## config.mk

```make
export PLATFORM = sky130hd
export DESIGN_NAME = pipeline_sequencer_flat
export DESIGN_NICKNAME = d
export VERILOG_FILES = /design/src/rtl/pipeline_sequencer_if.sv /design/src/rtl/pipeline_sequencer.sv /design/src/flat_wrapper.sv
export SDC_FILE = /design/constraint.sdc
export NUM_CORES = 1
export LEC_CHECK = 0
export CAP_MARGIN = 10
export CORE_MARGIN = 2
export CORE_UTILIZATION = 40
export CTS_CLUSTER_DIAMETER = 100
export DETAILED_ROUTE_END_ITERATION = 16
export GPL_ROUTABILITY_DRIVEN = 0
export PLACE_DENSITY_LB_ADDON = 0.15
export SETUP_SLACK_MARGIN = 0.02
export SYNTH_ARGS = -nofsm -noshare
export SYNTH_HDL_FRONTEND = slang
export SYNTH_SLANG_ARGS = --single-unit
```

## constraint.sdc

```tcl
create_clock -name clk -period 4.5 [get_ports clk]
set_input_delay 1.125 -clock clk [delete_from_list [all_inputs] [get_ports clk]]
set_output_delay 1.125 -clock clk [all_outputs]
set_load 0.005 [all_outputs]
```

## src/rtl/pipeline_sequencer_if.sv

```systemverilog
// pipeline_sequencer_if
// Groups the debug commands, the hazard-detection inputs from ID/EX/MEM and
// the pipeline-register enable/flush outputs of the pipeline sequencer.
//   master : the environment (debug unit + datapath) driving commands and
//            hazard inputs and consuming the enables/flushes.
//   slave  : the sequencer itself.
interface pipeline_sequencer_if;
  logic        start;
  logic        step;
  logic        halt_instr;
  logic [4:0]  id_rs;
  logic [4:0]  id_rt;
  logic        id_uses_rt;
  logic        ex_MemRead;
  logic [4:0]  ex_rt;
  logic        branch_taken;
  logic        pc_enable;
  logic        ifid_enable;
  logic        ifid_flush;
  logic        idex_flush;
  logic        exmem_flush;
  logic        pipe_enable;
  logic        running;
  logic        halted;
  logic [31:0] cycle_count;

  modport master (
    output start, step, halt_instr, id_rs, id_rt, id_uses_rt,
           ex_MemRead, ex_rt, branch_taken,
    input  pc_enable, ifid_enable, ifid_flush, idex_flush, exmem_flush,
           pipe_enable, running, halted, cycle_count
  );

  modport slave (
    input  start, step, halt_instr, id_rs, id_rt, id_uses_rt,
           ex_MemRead, ex_rt, branch_taken,
    output pc_enable, ifid_enable, ifid_flush, idex_flush, exmem_flush,
           pipe_enable, running, halted, cycle_count
  );
endinterface

```

## src/rtl/pipeline_sequencer.sv

```systemverilog
// pipeline_sequencer
// Run/step/halt sequencer and hazard controller for the five-stage MIPS
// pipeline. Drives the PC and IF/ID enables plus the IF/ID, ID/EX and EX/MEM
// flushes; inserts load-use bubbles, squashes wrong-path instructions on a
// taken branch/jump and drains the pipeline after a HALT leaves ID.
// Ports:
//   clk    - system clock, rising edge
//   reset  - asynchronous, active-high reset
//   bus    - pipeline_sequencer_if.slave: debug commands, hazard inputs,
//            enables/flushes, running/halted status, advancing-cycle counter
module pipeline_sequencer #(
  parameter int DRAIN_CYCLES = 4
) (
  input  logic                        clk,
  input  logic                        reset,
  pipeline_sequencer_if.slave         bus
);

  localparam int CNT_W = $clog2(DRAIN_CYCLES + 1);

  typedef enum logic [2:0] {
    S_IDLE   = 3'd0,
    S_RUN    = 3'd1,
    S_STEP   = 3'd2,
    S_DRAIN  = 3'd3,
    S_HALTED = 3'd4
  } state_t;

  state_t             state_q, state_d;
  logic               org_q, org_d;
  logic [CNT_W-1:0]   drain_cnt_q, drain_cnt_d;
  logic [31:0]        cycle_count_q, cycle_count_d;
  logic               running_q, running_d;
  logic               halted_q, halted_d;

  logic lu;
  logic halt_go;
  logic pc_en, ifid_en, ifid_fl, idex_fl, exmem_fl, pipe_en;

  always_comb begin
    lu = bus.ex_MemRead & (bus.ex_rt != 5'd0) &
         ((bus.ex_rt == bus.id_rs) | (bus.id_uses_rt & (bus.ex_rt == bus.id_rt)));
    // HALT only commits when it actually leaves ID this cycle and is not
    // being squashed by a taken branch resolving in MEM.
    halt_go = bus.halt_instr & ~lu & ~bus.branch_taken;

    state_d     = state_q;
    org_d       = org_q;
    drain_cnt_d = drain_cnt_q;
    pc_en       = 1'b0;
    ifid_en     = 1'b0;
    ifid_fl     = 1'b0;
    idex_fl     = 1'b0;
    exmem_fl    = 1'b0;
    pipe_en     = 1'b0;

    if (state_q == S_RUN || state_q == S_STEP || state_q == S_DRAIN) begin
      pipe_en = 1'b1;
      if (bus.branch_taken) begin
        // IF/ID must load to take its bubble, and fetch redirects to target.
        pc_en    = 1'b1;
        ifid_en  = 1'b1;
        ifid_fl  = 1'b1;
        idex_fl  = 1'b1;
        exmem_fl = 1'b1;
      end else if (lu || state_q == S_DRAIN) begin
        // Freeze front end, feed a bubble into EX; back end keeps moving.
        idex_fl = 1'b1;
      end else begin
        pc_en   = 1'b1;
        ifid_en = 1'b1;
      end
    end

    case (state_q)
      S_IDLE: begin
        if (bus.start)     state_d = S_RUN;
        else if (bus.step) state_d = S_STEP;
      end
      S_RUN: begin
        if (halt_go) begin
          state_d     = S_DRAIN;
          org_d       = 1'b1;
          drain_cnt_d = CNT_W'(DRAIN_CYCLES - 1);
        end
      end
      S_STEP: begin
        if (halt_go) begin
          state_d     = S_DRAIN;
          org_d       = 1'b0;
          drain_cnt_d = CNT_W'(DRAIN_CYCLES - 1);
        end else begin
          state_d = S_IDLE;
        end
      end
      S_DRAIN: begin
        // A taken branch here means the HALT was on the wrong path.
        if (bus.branch_taken)        state_d = org_q ? S_RUN : S_IDLE;
        else if (drain_cnt_q == '0)  state_d = S_HALTED;
        else                         drain_cnt_d = drain_cnt_q - CNT_W'(1);
      end
      S_HALTED: state_d = S_HALTED;
      default:  state_d = S_IDLE;
    endcase

    cycle_count_d = (pipe_en && cycle_count_q != 32'hFFFF_FFFF) ?
                    cycle_count_q + 32'd1 : cycle_count_q;
    running_d = (state_d == S_RUN);
    halted_d  = (state_d == S_HALTED);
  end

  always_ff @(posedge clk or posedge reset) begin
    if (reset) begin
      state_q       <= S_IDLE;
      org_q         <= 1'b0;
      drain_cnt_q   <= '0;
      cycle_count_q <= 32'd0;
      running_q     <= 1'b0;
      halted_q      <= 1'b0;
    end else begin
      state_q       <= state_d;
      org_q         <= org_d;
      drain_cnt_q   <= drain_cnt_d;
      cycle_count_q <= cycle_count_d;
      running_q     <= running_d;
      halted_q      <= halted_d;
    end
  end

  assign bus.pc_enable   = pc_en;
  assign bus.ifid_enable = ifid_en;
  assign bus.ifid_flush  = ifid_fl;
  assign bus.idex_flush  = idex_fl;
  assign bus.exmem_flush = exmem_fl;
  assign bus.pipe_enable = pipe_en;
  assign bus.running     = running_q;
  assign bus.halted      = halted_q;
  assign bus.cycle_count = cycle_count_q;

endmodule

```

## src/flat_wrapper.sv

```systemverilog
// flat-port wrapper written by rule: the top's interface ports become plain ports
module pipeline_sequencer_flat 
#(
  parameter int DRAIN_CYCLES = 4
)
  (clk, reset, bus_start, bus_step, bus_halt_instr, bus_id_rs, bus_id_rt, bus_id_uses_rt, bus_ex_MemRead, bus_ex_rt, bus_branch_taken, bus_pc_enable, bus_ifid_enable, bus_ifid_flush, bus_idex_flush, bus_exmem_flush, bus_pipe_enable, bus_running, bus_halted, bus_cycle_count);
  pipeline_sequencer_if bus_i ();
  input  logic clk;
  input  logic reset;
  input wire logic [$bits(bus_i.start)-1:0] bus_start;
  input wire logic [$bits(bus_i.step)-1:0] bus_step;
  input wire logic [$bits(bus_i.halt_instr)-1:0] bus_halt_instr;
  input wire logic [$bits(bus_i.id_rs)-1:0] bus_id_rs;
  input wire logic [$bits(bus_i.id_rt)-1:0] bus_id_rt;
  input wire logic [$bits(bus_i.id_uses_rt)-1:0] bus_id_uses_rt;
  input wire logic [$bits(bus_i.ex_MemRead)-1:0] bus_ex_MemRead;
  input wire logic [$bits(bus_i.ex_rt)-1:0] bus_ex_rt;
  input wire logic [$bits(bus_i.branch_taken)-1:0] bus_branch_taken;
  output wire logic [$bits(bus_i.pc_enable)-1:0] bus_pc_enable;
  output wire logic [$bits(bus_i.ifid_enable)-1:0] bus_ifid_enable;
  output wire logic [$bits(bus_i.ifid_flush)-1:0] bus_ifid_flush;
  output wire logic [$bits(bus_i.idex_flush)-1:0] bus_idex_flush;
  output wire logic [$bits(bus_i.exmem_flush)-1:0] bus_exmem_flush;
  output wire logic [$bits(bus_i.pipe_enable)-1:0] bus_pipe_enable;
  output wire logic [$bits(bus_i.running)-1:0] bus_running;
  output wire logic [$bits(bus_i.halted)-1:0] bus_halted;
  output wire logic [$bits(bus_i.cycle_count)-1:0] bus_cycle_count;
  assign bus_i.start = bus_start;
  assign bus_i.step = bus_step;
  assign bus_i.halt_instr = bus_halt_instr;
  assign bus_i.id_rs = bus_id_rs;
  assign bus_i.id_rt = bus_id_rt;
  assign bus_i.id_uses_rt = bus_id_uses_rt;
  assign bus_i.ex_MemRead = bus_ex_MemRead;
  assign bus_i.ex_rt = bus_ex_rt;
  assign bus_i.branch_taken = bus_branch_taken;
  assign bus_pc_enable = bus_i.pc_enable;
  assign bus_ifid_enable = bus_i.ifid_enable;
  assign bus_ifid_flush = bus_i.ifid_flush;
  assign bus_idex_flush = bus_i.idex_flush;
  assign bus_exmem_flush = bus_i.exmem_flush;
  assign bus_pipe_enable = bus_i.pipe_enable;
  assign bus_running = bus_i.running;
  assign bus_halted = bus_i.halted;
  assign bus_cycle_count = bus_i.cycle_count;
  pipeline_sequencer #(.DRAIN_CYCLES(DRAIN_CYCLES)) u_core (.clk(clk), .reset(reset), .bus(bus_i));
endmodule
```

==> impl_metrics.yaml, run 1 <==
worst_setup_path:
  worst_path_most_repeated_cell: "clkdlybuf4s50_1"
  path_class: "in -> out"
  arrival_ps: 3150
  r2r_setup_slack_ps: 2410
  cp_top_family: "buffers and inverters"
  path_max_fanout: 3
  required_ps: 3380
  crit_end: "bus_pc_enable"
  startpoint: "bus_ex_rt[0]"
  cp.depth: 7
  r2r_end: "u_core.bus.cycle_count[11]"
  endpoint_kind: "primary output"
  timing.rr.start: "u_core.state_q[0]"
  reg2reg_depth: 6
  worstPathCellList: "clkdlybuf4s50_1 -> or4_1 -> o21a_1 -> nand2_1 -> a21oi_1 -> nor2_1 -> clkdlybuf4s50_1"
  crit_buf_inv: 2
  worst_setup_path_start_kind: "input pin"
  critical_path.max_stage_delay_ps: 550
  cpMaxStageDelayCell: "or4_1"
route:
  avgRoutedWirePerCell_um: 13.4
  drcViolationCount: 0
  dr.pass1.iters: 4
  wirelength_mm: 4.62
  ant_nets: 0
  vias: 1745
  viasPerCell: 5.04
  detail_route.iter0.violations: 75
synth:
  synth-seq-cells: 41
  yosys_warnings: 0
  synth_async_sr_flop_share: 1.00
  synthCells: 209
  synth_most_common_cell: "dfrtp_1"
  syn_area_um2: 2200
  syn_area_per_cell_um2: 10.5
  synth_nets: 235
  synth_area_leaders: "dfrtp_1 47%, xnor2_1 14%, nand2_1 3.6%"
  synth_edf_count: 0
  yosysSeqAreaShare: 0.467
  yosysTopAreaCellShare: 0.467
  synth_common_cells: "41 x dfrtp_1, 35 x xnor2_1, 21 x nand2_1, 13 x nand3_1"
  synth.distinct_cells: 45
  ys.flop_type: "dfrtp_1"
  synth_top_area_cell: "dfrtp_1"
floorplan:
  dieArea_um2: 6100
  fp-row-count: 26
  die_height_um: 78.1
  die_width_um: 78.1
  io_pins: 63
  coreArea_um2: 5200
  initial_utilization: 0.422
clock_network:
  ctsHoldBuffers: 0
  cts-resized-gates: 0
  tritoncts: "built"
  clk_pin_slew_worst_paths_ps: 80
  clkSinkCount: 41
  cts_buffer_depth: 2
  cts_setup_buffers: 0
  root_buffer: "clkbuf_8"
  numCtsBuffers: 5
  clk_latency_ps: 290
  htree_levels: 2
finish:
  fin_area_um2: 2990
  area_delta_synth_final_pct: 36.1
  drive_gt1_frac: 0.0725
  fin_nets: 301
  finalNonFillerCells: 346
  n_antenna_cell: 0
  fin_util: 0.574
global_routing:
  grt_max_degree: 23
  grt_pass1_wl_mm: 7.99
  antenna_found_initial: 0
  grt.total_usage: 0.163
  grt_overflow_total: 0
  grt_pass1_vias: 1651
sta:
  fmax_mhz: 234
  finalSetupViolCount: 0
  tns_ps: 0
  worst_slew_pin_slew_ps: 849
  fin_hold_ws_ps: 510
  drv_slew: 0
  fin_skew_ps: 6.94
  slew_headroom: 0.433
  setup_ws_ps: 229
  fin_crit_sh: 0.949
  hold_violations: 0
  rsz0062_at_grt: "false"
  period_minus_slack_ps: 4270
job:
  drv_cap: 0
placed_design:
  place_area_um2: 2890
  dp_hpwl_mm: 3.45
  placed_cells: 338
  dp_slack_ps: 220
  portBuffers: 62
power:
  power_density_nw_per_um2: 385
  power_leakage_nw: 1.25
  total_power_mw: 1.15
  peakVddDrop_v: 0.000317
run_status:
  status: "finished clean"
min_path:
  hp-class: "reg -> reg"
## cell families (layout without fill, tap and decap cells)
| logic type | after synthesis | count (layout) | synth area share |
|---|---|---|---|
| AND/OR/NAND/NOR | 84 | 84 | 0.228 |
| XOR/XNOR | 42 | 42 | 0.168 |
| flip-flops | 41 | 41 | 0.467 |
| AO/OA/AOI/OAI | 22 | 22 | 0.0735 |
| buffers and inverters | 13 | 80 | 0.0279 |
| adder cells (fa/ha/maj) | 4 | 4 | 0.0217 |
| multiplexers | 3 | 3 | 0.0142 |
## flip-flops by register name, summed over array words and instances (netlist names)
| register | flops |
|---|---|
| u_core.org_q | 1 |
| u_core.bus.halted | 1 |
| u_core.bus.cycle_count | 32 |
| u_core.bus.running | 1 |
| u_core.state_q | 3 |
| u_core.drain_cnt_q | 3 |
## cell type report
class / instances / area [µm²]
fillers: 462 / 2220
clock buffers: 7 / 96.3
well taps: 70 / 87.6
repair buffers: 64 / 636
inverters: 8 / 30.0
multi-input cells: 155 / 1110
flip-flops and latches: 41 / 1030
clock inverters: 1 / 5.00
## worst min path at each step
| stage | from | end | slack [ps] | depth (start not counted) |
|---|---|---|---|---|
| 2_1_floorplan | u_core.org_q | u_core.org_q | 480 | 2 |
| 3_3_place_gp | u_core.bus.cycle_count[17] | u_core.bus.cycle_count[17] | 480 | 1 |
| 3_5_place_dp | u_core.bus.cycle_count[17] | u_core.bus.cycle_count[17] | 490 | 1 |
| 4_1_cts | u_core.bus.cycle_count[17] | u_core.bus.cycle_count[17] | 500 | 1 |
| 5_1_grt | u_core.bus.cycle_count[17] | u_core.bus.cycle_count[17] | 530 | 1 |
| 6_report | u_core.bus.cycle_count[17] | u_core.bus.cycle_count[17] | 510 | 1 |
## per-layer routing
| layer | vias up | GRT usage | routed length, µm |
|---|---|---|---|
| met3 | 7 | 0.0379 | 262 |
| li1 | 868 | - | - |
| met2 | 47 | 0.244 | 1980 |
| met1 | 823 | 0.235 | 2320 |
| met4 | 0 | 0.0526 | 59 |
| met5 | - | 0 | 0 |
## placed cells by master, fill, tap and decap left out, drive strengths merged, types with 2 or more instances in the layout
cell,n
a21oi,7
a2bb2oi,2
a32o,2
and2,3
and3,6
and4,5
buf,2
clkbuf,7
clkdlybuf4s50,62
dfrtp,41
ha,3
inv,8
mux2i,2
nand2,21
nand3,13
nand4,12
nor2,11
nor3,2
nor4,3
o21a,2
o21ai,3
o22ai,2
o31ai,2
xnor2,35
xor2,7
## power by group
| group | total [mW] | internal [mW] | switching, mW |
|---|---|---|---|
| sequential | 0.500 | 0.427 | 0.0726 |
| clock | 0.262 | 0.139 | 0.123 |
| combinational | 0.390 | 0.224 | 0.166 |
No activity file was read; power rests on OpenSTA's default activity.
==> run 2: changes to the inputs <==
Settings changed: CAP_MARGIN 10 to not set, CTS_CLUSTER_DIAMETER 100 to 80.
==> results of run 2 <==
No change in the layout: final DEF, timing and power equal those of run 1.
